**src/rtl/iso_rx_sequencer.sv**
```systemverilog
// Receive-side sequencer for an ISO 7816 style character link: sequences byte
// acceptance, T=0 error signalling with retries, character waiting time and a 2-entry output FIFO.
module iso_rx_sequencer #(
  parameter int CLOCK_PER_BIT_WIDTH = 13,
  parameter int CWT_WIDTH           = 16
) (
  input  logic                           clk,
  input  logic                           reset,
  input  logic                           enable,
  input  logic [CLOCK_PER_BIT_WIDTH-1:0] clocksPerBit,
  input  logic [CWT_WIDTH-1:0]           cwtEtus,
  input  logic                           errSigEnable,
  input  logic [1:0]                     errSigEtus,
  input  logic [2:0]                     maxRetries,
  input  logic                           clearFlags,
  input  logic [7:0]                     rxData,
  input  logic                           rxDataReady,
  input  logic                           rxFrameError,
  input  logic                           rxOverrun,
  input  logic                           rxRun,
  output logic                           rxAckFlags,
  output logic                           errSig,
  output logic [7:0]                     outData,
  output logic                           outValid,
  input  logic                           outReady,
  output logic                           overrunFlag,
  output logic                           parityFlag,
  output logic                           retryExceededFlag,
  output logic                           timeoutFlag,
  output logic                           busy
);

  typedef enum logic [2:0] {
    IDLE,
    WAIT,
    ACK,
    ERRSIG,
    TIMEOUT
  } seqState;

  localparam logic [CLOCK_PER_BIT_WIDTH-1:0] CLK_ONE = 1;
  localparam logic [CWT_WIDTH:0]             ETU_ONE = 1;

  seqState state;
  seqState nextState;

  logic [CLOCK_PER_BIT_WIDTH-1:0] clkCnt;
  logic [CWT_WIDTH-1:0]           etuCnt;
  logic [2:0]                     retryCnt;
  logic                           firstCycle;

  logic                 etuTick;
  logic [CWT_WIDTH:0]   etuNext;
  logic [1:0]           errSigLen;
  logic                 counting;

  logic pushReq;
  logic retryInc;
  logic retryClr;
  logic setParity;
  logic setRetryExc;
  logic setTimeout;

  logic [7:0] fifoMem [2];
  logic       wrPtr;
  logic       rdPtr;
  logic [1:0] fifoCount;
  logic       fifoFull;
  logic       fifoPop;
  logic       fifoPush;
  logic       pushDrop;
  logic       setOverrun;

  assign counting  = (state == WAIT) || (state == ERRSIG);
  // Compare with >= so a clocksPerBit lowered mid-ETU cannot let clkCnt run past it.
  assign etuTick   = counting && (clkCnt >= clocksPerBit);
  assign etuNext   = {1'b0, etuCnt} + ETU_ONE;
  assign errSigLen = (errSigEtus == 2'd0) ? 2'd1 : errSigEtus;

  // NOTE: every output of this block gets a default first; a path that skips an
  // assignment would otherwise infer a latch.
  always_comb begin
    nextState   = state;
    pushReq     = 1'b0;
    retryInc    = 1'b0;
    retryClr    = 1'b0;
    setParity   = 1'b0;
    setRetryExc = 1'b0;
    setTimeout  = 1'b0;
    if (!enable) begin
      nextState = IDLE;
    end else begin
      unique case (state)
        IDLE: nextState = WAIT;
        WAIT: begin
          if (rxFrameError) begin
            if (!errSigEnable) begin
              setParity = 1'b1;
              nextState = ACK;
            end else if (retryCnt < maxRetries) begin
              retryInc  = 1'b1;
              nextState = ERRSIG;
            end else begin
              setRetryExc = 1'b1;
              setParity   = 1'b1;
              retryClr    = 1'b1;
              nextState   = ACK;
            end
          end else if (rxDataReady) begin
            pushReq   = 1'b1;
            retryClr  = 1'b1;
            nextState = ACK;
          end else if (!rxRun && (cwtEtus != '0) && etuTick &&
                       (etuNext >= {1'b0, cwtEtus})) begin
            setTimeout = 1'b1;
            nextState  = TIMEOUT;
          end
        end
        ACK: nextState = WAIT;
        ERRSIG: begin
          if (etuTick && (etuNext >= {{(CWT_WIDTH-1){1'b0}}, errSigLen}))
            nextState = WAIT;
        end
        TIMEOUT: nextState = TIMEOUT;
        default: nextState = IDLE;
      endcase
    end
  end

  // NOTE: sequential state uses non-blocking assignments only, so every register
  // samples the pre-edge values regardless of block ordering.
  always_ff @(posedge clk or posedge reset) begin
    if (reset) begin
      state      <= IDLE;
      firstCycle <= 1'b0;
    end else begin
      state      <= nextState;
      firstCycle <= (nextState != state);
    end
  end

  // ETU timing restarts on every state change and is frozen while a character is being received.
  always_ff @(posedge clk or posedge reset) begin
    if (reset) begin
      clkCnt <= '0;
      etuCnt <= '0;
    end else if ((nextState != state) || !counting || ((state == WAIT) && rxRun)) begin
      clkCnt <= '0;
      etuCnt <= '0;
    end else if (etuTick) begin
      clkCnt <= '0;
      if (etuCnt != '1) etuCnt <= etuCnt + ETU_ONE[CWT_WIDTH-1:0];
    end else begin
      clkCnt <= clkCnt + CLK_ONE;
    end
  end

  always_ff @(posedge clk or posedge reset) begin
    if (reset) begin
      retryCnt <= '0;
    end else if ((nextState == IDLE) || retryClr) begin
      retryCnt <= '0;
    end else if (retryInc && (retryCnt != 3'd7)) begin
      retryCnt <= retryCnt + 3'd1;
    end
  end

  assign fifoFull = (fifoCount == 2'd2);
  assign outValid = (fifoCount != 2'd0);
  assign fifoPop  = outValid && outReady;
  assign fifoPush = pushReq && (!fifoFull || fifoPop);
  assign pushDrop = pushReq && fifoFull && !fifoPop;
  assign outData  = fifoMem[rdPtr];

  // NOTE: the two storage entries are reset because outData is read straight from
  // them and must show 0x00 out of reset; larger buffers would be left unreset.
  always_ff @(posedge clk or posedge reset) begin
    if (reset) begin
      fifoMem[0] <= '0;
      fifoMem[1] <= '0;
      wrPtr      <= 1'b0;
      rdPtr      <= 1'b0;
      fifoCount  <= '0;
    end else begin
      if (fifoPush) begin
        fifoMem[wrPtr] <= rxData;
        wrPtr          <= ~wrPtr;
      end
      if (fifoPop) rdPtr <= ~rdPtr;
      unique case ({fifoPush, fifoPop})
        2'b10:   fifoCount <= fifoCount + 2'd1;
        2'b01:   fifoCount <= fifoCount - 2'd1;
        default: fifoCount <= fifoCount;
      endcase
    end
  end

  assign setOverrun = pushDrop || (rxOverrun && (state != IDLE));

  // A set event in the same cycle as clearFlags takes priority.
  always_ff @(posedge clk or posedge reset) begin
    if (reset) begin
      overrunFlag       <= 1'b0;
      parityFlag        <= 1'b0;
      retryExceededFlag <= 1'b0;
      timeoutFlag       <= 1'b0;
    end else begin
      if (setOverrun)       overrunFlag <= 1'b1;
      else if (clearFlags)  overrunFlag <= 1'b0;
      if (setParity)        parityFlag <= 1'b1;
      else if (clearFlags)  parityFlag <= 1'b0;
      if (setRetryExc)      retryExceededFlag <= 1'b1;
      else if (clearFlags)  retryExceededFlag <= 1'b0;
      if (setTimeout)       timeoutFlag <= 1'b1;
      else if (clearFlags)  timeoutFlag <= 1'b0;
    end
  end

  assign errSig     = (state == ERRSIG);
  assign rxAckFlags = (state == ACK) || ((state == ERRSIG) && firstCycle);
  assign busy       = (state != IDLE);

endmodule

```
**config.mk**
```make
export PLATFORM = sky130hd
export DESIGN_NAME = iso_rx_sequencer
export DESIGN_NICKNAME = d
export VERILOG_FILES = /design/src/rtl/iso_rx_sequencer.sv
export SDC_FILE = /design/constraint.sdc
export NUM_CORES = 1
export LEC_CHECK = 0
export CAP_MARGIN = 20
export CORE_ASPECT_RATIO = 0.9
export CORE_MARGIN = 4
export CORE_UTILIZATION = 60
export CTS_BUF_LIST = sky130_fd_sc_hd__clkbuf_4 sky130_fd_sc_hd__clkbuf_8
export CTS_CLUSTER_DIAMETER = 50
export DETAILED_ROUTE_END_ITERATION = 16
export DONT_BUFFER_PORTS = 1
export GPL_TIMING_DRIVEN = 1
export PLACE_DENSITY = 0.76
export SYNTH_ARGS = -nofsm -noshare
export SYNTH_HDL_FRONTEND = slang
export SYNTH_SLANG_ARGS = --single-unit
```
**constraint.sdc**
```tcl
create_clock -name clk -period 10.5 [get_ports clk]
set_clock_uncertainty 0.2 [all_clocks]
set_input_delay 3.15 -clock clk [delete_from_list [all_inputs] [get_ports clk]]
set_output_delay 3.15 -clock clk [all_outputs]
set_load 0.01 [all_outputs]
```
* Word-level counts from Yosys, hierarchy flattened
Cells that the tools add are included.
** Cells by class
- Add/subtract/negate cells :: 6
- Multiply operators :: 0
- Div/mod/pow operators :: 0
- Magnitude comparators :: 7
- Equal/unequal tests :: 10
- Shift operators :: 0
- Mux-type cells :: 54
- Bitwise gates (word level) :: 4
- Reductions and logical operators :: 41
** Operators by type and width (count)
- 16-bit 2-to-1 mux :: 3
- 1-bit 2-to-1 mux :: 33
- 8-bit 2-to-1 mux :: 4
- 13-bit 2-to-1 mux :: 2
- 3-bit 2-to-1 mux :: 7
- 2-bit nonzero test :: 9
- 16-bit by 1-bit adder with 17-bit output (second input constant) :: 1
- 17-bit by 16-bit >= comparator with 1-bit output :: 1
- 17-bit by 2-bit >= comparator with 1-bit output :: 1
- 16-bit by 1-bit adder with 16-bit output (second input constant) :: 1
- 16-bit bitwise mux :: 1
- 16-bit != test (second input constant) :: 1
- 16-bit nonzero test :: 1
- 1-bit logical AND :: 14
- 13-bit by 1-bit adder with 13-bit output (second input constant) :: 1
- 13-bit >= comparator :: 1
- 3-bit one-hot mux with 4 select lines :: 1
- 8-bit demux with 1-bit select :: 1
- 1-bit logical OR :: 7
- 3-bit by 2-bit == test with 1-bit output (second input constant) :: 2
- 3-bit zero test :: 2
- 2-bit == test (second input constant) :: 2
- 2-bit >= comparator (second input constant) :: 2
- 1-bit zero test :: 4
- 18 further kinds :: 20
** Word-level totals
- Register bits after elaboration :: 60
- Latch bits :: 0
- Memory bits (writable) :: 0
- Memory bits (read-only) :: 0
- Input port bits :: 52
- Output and inout bits :: 16
- Memories :: 0

* Longest topological paths before layout
Gate-level depths: netlist of the first run.
- Depth after elaboration :: 15
- Mapped depth :: 16
- Gate-level depth less buffers :: 13

* Least setup slack after synthesis of the first run
No wires, ideal clock.
- Path type :: input to register
- Start point :: in clocksPerBit[0]
- End point :: reg etuCnt[1]
- Arrival :: 4.988 ns
- Required time :: 10.228 ns
- Setup slack :: 5.240 ns
- Stages on the path :: 10
- Buffers on the path :: 2
- Cells stage by stage :: ha_1 -> nor3b_1 -> o21ai_0 -> a211oi_2 -> nor2_1 -> a31oi_1 -> nand3_2 -> buf_6 -> buf_6 -> nor2_1
** Between the ends
- Longest elaborated chain between the ends :: 14
- Elaborated cells on any way between the ends :: 18
- Those cells by class :: order compare: 1; eq/ne: 1; mux: 7; reduce/logical: 9
** Ends and longest elaborated chain
- start, declared :: RTL line 10 : input logic [CLOCK_PER_BIT_WIDTH-1:0] clocksPerBit,
- 13-bit >= comparator (*) :: RTL line 76 : assign etuTick = counting && (clkCnt >= clocksPerBit);
- 1-bit logical AND (*) :: RTL line 76
- 1-bit logical AND (2 in a row) :: RTL line 113 : end else if (!rxRun && (cwtEtus != '0) && etuTick &&
- 3-bit 2-to-1 mux :: RTL line 113
- 3-bit 2-to-1 mux :: RTL line 109 : end else if (rxDataReady) begin
- 3-bit 2-to-1 mux :: RTL line 96 : if (rxFrameError) begin
- 3-bit one-hot mux with 4 select lines :: RTL line 93 : unique case (state)
- 3-bit 2-to-1 mux :: RTL line 90 : if (!enable) begin
- 3-bit != test :: RTL line 147 : end else if ((nextState != state) || !counting || ((state == WAIT) && rxRun)) begin
- 1-bit logical OR (2 in a row) :: RTL line 147
- 2-bit nonzero test (no source line)
- 2-bit AND reduction (no source line)
- end signal, assigned :: RTL line 152 : if (etuCnt != '1) etuCnt <= etuCnt + ETU_ONE[CWT_WIDTH-1:0];
- end, declared :: RTL line 48 : logic [CWT_WIDTH-1:0] etuCnt;
Mark *: on every way between the ends. The rest lies on a longest branch, timed or not.
A chain may end at the register's enable or synchronous reset.

* Worst setup path after layout of the first run
- Start point :: in clocksPerBit[12]
- End point :: reg clkCnt[9]
** Between the ends
- Longest elaborated chain between the ends :: 13
- Elaborated cells on any way between the ends :: 16
- Those cells by class :: order compare: 1; eq/ne: 1; mux: 8; reduce/logical: 6
** Ends and longest elaborated chain
- 13-bit >= comparator (*) :: RTL line 76
- 1-bit logical AND (*) :: RTL line 76
- 1-bit logical AND (2 in a row) :: RTL line 113
- 3-bit 2-to-1 mux :: RTL line 113
- 3-bit 2-to-1 mux :: RTL line 109
- 3-bit 2-to-1 mux :: RTL line 96
- 3-bit one-hot mux with 4 select lines :: RTL line 93
- 3-bit 2-to-1 mux :: RTL line 90
- 3-bit != test :: RTL line 147
- 1-bit logical OR (2 in a row) :: RTL line 147
- 13-bit 2-to-1 mux (*) :: RTL line 147
- end signal, assigned :: RTL line 154 : clkCnt <= clkCnt + CLK_ONE;
- end, declared :: RTL line 47 : logic [CLOCK_PER_BIT_WIDTH-1:0] clkCnt;
Marked as above.

==> flow_summary.json, run 1 <==
{
  "critical_path_arrival_ns": 5.74,
  "slew_headroom": 0.513,
  "die_h_um": 88.0,
  "cts_tree": "built",
  "fin_nets": 553,
  "min_path_type": "flop to flop",
  "min_path_cells": 1,
  "grt_overflow": 0,
  "grt_max_degree": 61,
  "diodes": 0,
  "clk-insertion-delay-late_ns": 0.34,
  "p_per_area_nw_per_um2": 142,
  "cp_max_fo": 29,
  "regToRegSetupSlack_ns": 6.14,
  "coreArea_sq_um": 6760,
  "grt_use_met1": 0.292,
  "cap_violations": 0,
  "yosys.area.top_type": "dfrtp_1",
  "dr.pass1.iters": 4,
  "synthesis.nets": 562,
  "drive_above_1_share": 0.122,
  "setup_slack_ns": 4.79,
  "r2r_cells": 12,
  "fin_crit_ns": 5.71,
  "yosys_most_used_dff": "dfrtp_1",
  "cp_data_required_time_ns": 10.53,
  "clk_pin_slew_ns": 0.06,
  "fin_util": 0.663,
  "status": "finished clean",
  "setup_viol": 0,
  "worstMarginPinSlew_ns": 0.731,
  "cts_buffers": 9,
  "start_util": 0.632,
  "gp_congestion": 0.897,
  "tns_ns": 0,
  "synth_edf_count": 0,
  "ys_seq_elements": 60,
  "hold_viol_final": 0,
  "ys_warn_count": 0,
  "synth_most_common_cell": "dfrtp_1",
  "area_delta_synth_final_pct": 4.95,
  "final.fill_count": 570,
  "rsz0062_at_grt": "false",
  "period_share": 0.544,
  "dp_slack_ns": 4.42,
  "min_from": "fifoMem[12]",
  "fp.dieW_um": 96.9,
  "holdBufCountCts": 0,
  "top_usage_layer": "met2",
  "cp-start-kind": "primary input",
  "yosys.area.top_type_share": 0.352,
  "drt_iter0_markers": 140,
  "cts_buffer_depth": 2,
  "wl_per_cell_um": 15.8,
  "cts_max_level": 3,
  "die-area_sq_um": 8530,
  "syn_area_sq_um": 4270,
  "dpl.hpwl_um": 6850,
  "io_buffers": 0,
  "ys_seq_area_frac": 0.352,
  "rows": 28,
  "power_uw": 634,
  "cp-end-kind": "flop",
  "grt_pass1_vias": 3122,
  "drtAntennaViolNets": 0,
  "routed_wl_um": 8840,
  "rr_endpoint": "clkCnt[9]",
  "syn_area_per_cell_sq_um": 9.05,
  "viasPerCell": 5.85,
  "ctsRootBufferMaster": "clkbuf_8",
  "power_leakage_nw": 2.07,
  "drc": 0,
  "antenna_found_initial": 0,
  "cts.sinks": 60,
  "drv_slew": 0,
  "fmax_mhz": 175,
  "path_class": "primary input to flop",
  "synth_area_leaders": "dfrtp_1, ha_1, mux2_2",
  "use_met3": 0.0494,
  "globalRouteTotalUtil": 0.217,
  "ir_drop_mv": 0.108,
  "synth-async-reset-ratio": 1.00,
  "postCtsSetupRepairBufs": 0,
  "vias": 3264,
  "netlist-cell-type-count": 51,
  "io_pins": 68,
  "grt_use_met2": 0.348,
  "whs_endpoint": "fifoMem[12]",
  "reg2reg_from": "etuCnt[2]",
  "synthCells": 472,
  "synth_commonest_cells": "dfrtp_1, inv_1, nor2_1",
  "cts_resized": 0,
  "grt_pass1_wl_um": 15100
}
-- metal layers --
metal	wire [um]	share of wire
met5	0	0
met4	153	0.017
met3	352	0.040
met2	4170	0.47
met1	4160	0.47
-- power by group --
| group | internal [mW] | total [mW] | switching [mW] |
|---|---|---|---|
| registers | 0.271 | 0.301 | 0.0293 |
| logic | 0.0652 | 0.122 | 0.0564 |
| clock network | 0.124 | 0.212 | 0.0878 |
| total | 0.461 | 0.634 | 0.173 |
-- worst max-delay path by stage --
stage	start	endpoint	slack, ns	cells past startpoint
floorplan	clocksPerBit[0]	etuCnt[1]	5.24	10
global placement	clocksPerBit[12]	clkCnt[11]	4.59	10
detailed placement	clocksPerBit[12]	clkCnt[9]	4.42	10
CTS	clocksPerBit[12]	clkCnt[8]	4.76	10
global route	clocksPerBit[12]	clkCnt[8]	4.40	10
finish	clocksPerBit[12]	clkCnt[9]	4.79	10
-- state kept, by name, indices dropped and copies added (netlist names) --
name and count:
etuCnt 16, clkCnt 13, state 3, retryCnt 3, rdPtr 1, wrPtr 1, overrunFlag 1, retryExceededFlag 1
parityFlag 1, timeoutFlag 1, fifoMem 16, firstCycle 1, fifoCount 2
-- layout by cell type (no fill, tap or decap), drive strengths merged, types with 2 or more instances in the layout --
cell and count:
mux2i 6, and4 3, nand4 12, and2 2, nand2 31, ha 38
and3 7, mux2 24, a21oi 13, dfrtp 60, o22ai 2, nor3 24
or3 4, xnor2 21, a21o 3, nor4 10, clkbuf 12, a211oi 5
o21ai 15, o21bai 2, or2 5, o211ai 2, nor2 43, nor3b 4
a31oi 3, or4 2, xor2 25, buf 2, o31ai 2, nand3 19
inv 44, nand2b 5, nor2b 4, clkinv 2, a311oi 2
-- area by class of cell --
class                      count  area, sq um  share of cell area
multi-input combinational    346         2480               0.554
inverter                      44          165              0.0369
clock inverter                 4         47.5              0.0106
tap                           90          113              0.0251
sequential                    60         1500               0.335
clock buffer                  12          159              0.0355
timing repair buffer           2         15.0             0.00335
-- critical path: stages --
cell      delay [ns]
inv_1           0.03
ha_1            0.30
a21oi_1         0.16
o21ai_1         0.18
a211oi_2        0.47
nor2_1          0.10
buf_4           0.21
a31oi_1         0.26
nand3_2         0.51
nor3_1          0.37
-- kinds of logic after synthesis --
group | after synthesis | share of synthesized area
fa+ha+maj | 38 | 0.111
flops | 60 | 0.352
mux | 30 | 0.0774
simple gates | 175 | 0.209
xor+xnor | 46 | 0.0943
buf+inv | 66 | 0.0674
compound gates | 57 | 0.0891
-- per-stage QoR --
stage	hold WS, ns	cell area, sq um	cells
final	0.303	4480	558
after global routing	0.316	4480	558
after CTS	0.305	4480	558
after detailed placement	0.291	4280	542
after global placement	0.264	4280	542
after floorplan	0.248	4270	472
Power figures use the tool's default switching activity.
==> run 2, diff against run 1 <==
- clock period: 10.5 -> 5.6 ns (I/O delays scaled with it)
==> run 2 against run 1 <==
Compared with the run above:
- final area increased by 0.36%
- first-iteration DRC count increased by 19%
- die area unchanged
- combinational power is 89% higher
- critical path depth up 2
- setup slack worse by 3.5 ns
- largest power group unchanged
- cell count stayed put
- largest cell class unchanged
- highest routed layer unchanged
- sequential power increased by 88%
- routed wire length up 0.57%
==> flow_summary.json, run 2 (synthesis results as in run 1) <==
{
  "area_delta_synth_final_pct": 5.33,
  "largestRegisters": "etuCnt x16, fifoMem x16, clkCnt x13",
  "final.fill_count": 529,
  "grt_overflow": 0,
  "min_path_type": "flop to flop",
  "drtAntennaViolNets": 0,
  "tns_ns": 0,
  "viasPerCell": 5.83,
  "worstSetupStartpoint": "etuCnt[2]",
  "dp_slack_ns": 1.13,
  "ir_drop_mv": 0.241,
  "cts.sinks": 60,
  "p_per_area_nw_per_um2": 274,
  "final_common_cell": "dfrtp_1",
  "grt_pass1_vias": 3324,
  "io_buffers": 0,
  "routed_wl_um": 8890,
  "reg2reg_from": "etuCnt[2]",
  "clk-insertion-delay-late_ns": 0.34,
  "coreArea_sq_um": 6760,
  "holdBufCountCts": 0,
  "globalRouteTotalUtil": 0.222,
  "min_from": "fifoCount[1]",
  "grt_max_degree": 61,
  "m1WireLength_um": 4010,
  "vias": 3251,
  "final_cell_mix": "dfrtp_1, inv_1, nor2_1, ha_1, nand2_1",
  "fin_crit_ns": 4.35,
  "clk_pin_slew_ns": 0.08,
  "gp_congestion": 0.919,
  "rsz0062_at_grt": "false",
  "wl_met2_um": 4310,
  "fin_nets": 553,
  "critical_path_arrival_ns": 4.39,
  "postCtsSetupRepairBufs": 0,
  "cp-start-kind": "flop",
  "worstMarginPinSlew_ns": 0.748,
  "power_leakage_nw": 2.08,
  "diodes": 0,
  "fp.dieW_um": 96.9,
  "setup_slack_ns": 1.25,
  "cts_resized": 0,
  "cp_data_required_time_ns": 5.65,
  "period_share": 0.776,
  "cts_max_level": 3,
  "die_h_um": 88.0,
  "dr.pass1.iters": 4,
  "drt_iter0_markers": 166,
  "met3_wirelength_um": 389,
  "slew_headroom": 0.499,
  "drc": 0,
  "dpl.hpwl_um": 6880,
  "start_util": 0.632,
  "die-area_sq_um": 8530,
  "ctsRootBufferMaster": "clkbuf_8",
  "wl_per_cell_um": 15.9,
  "fmax_mhz": 230,
  "drive_above_1_share": 0.122,
  "cts_tree": "built",
  "cp-end-kind": "flop",
  "cap_violations": 0,
  "cts_buffers": 9,
  "status": "finished clean",
  "hold_viol_final": 0,
  "path_class": "flop to flop",
  "rows": 28,
  "drv_slew": 0,
  "grt_pass1_wl_um": 15400,
  "top_layer": "met4",
  "setup_viol": 0,
  "cts_buffer_depth": 2,
  "cp_max_fo": 29,
  "io_pins": 68,
  "antenna_found_initial": 0
}
-- run 2: cell types whose count changed in the layout (fill, tap and decap cells not counted) --
cell | previous run | this run
bufinv_16 | 1 | 2
clkbuf_4 | 1 | 0
clkbuf_8 | 11 | 9
clkinv_2 | 2 | 1
clkinv_4 | 0 | 2
inv_6 | 0 | 1
-- run 2: worst paths after layout --
path	cells past startpoint	slack (ns)	to
max	12	1.25	clkCnt[8]
min	1	0.29	fifoCount[1]
max reg2reg	12	1.25	clkCnt[8]
min reg2reg	1	0.29	fifoCount[1]
max in group asynchronous	2	3.47	retryCnt[2]
min in group asynchronous	2	1.22	fifoMem[14]
-- run 2: routing by layer --
metal	track usage	vias up
li1	-	1630
met1	0.291	1534
met2	0.367	70
met3	0.0525	17
met5	0	-
met4	0.0778	0
-- run 2: per-stage QoR --
stage	hold WS [ns]	power, mW	instance area, sq um	utilization	cells
3_3_place_gp	0.264	0.788	4280	0.632	542
6_report	0.289	1.23	4500	0.665	558
2_1_floorplan	0.248	0.759	4270	-	472
5_1_grt	0.306	1.30	4500	0.665	558
4_1_cts	0.293	1.25	4500	0.665	558
3_5_place_dp	0.276	0.808	4280	0.632	542
-- run 2: worst max-delay path: stages, from the launching register on --
cell and delay (ns):
dfrtp_1 0.52, nand3_1 0.30, nor4_1 0.57, nand3_1 0.22, xnor2_1 0.18, ha_1 0.19
a21o_1 0.17, a21o_1 0.18, nor4_1 0.26, a31oi_1 0.18, a31oi_1 0.36, nand3_2 0.55
nor3_1 0.36
-- run 2: report_power, final --
| part | switching [mW] | leakage (nW) | internal (mW) |
|---|---|---|---|
| logic | 0.108 | 1.17 | 0.122 |
| registers | 0.0566 | 0.800 | 0.508 |
| clock network | 0.186 | 0.110 | 0.253 |
-- run 2: area by class of cell --
class | count | area, sq um | share of cell area
well taps | 90 | 113 | 0.0250
multi-input cells | 346 | 2480 | 0.552
inverters | 44 | 165 | 0.0367
clock buffers | 9 | 124 | 0.0275
flip-flops and latches | 60 | 1500 | 0.334
repair buffers | 2 | 15.0 | 0.00334
clock inverters | 7 | 98.8 | 0.0220
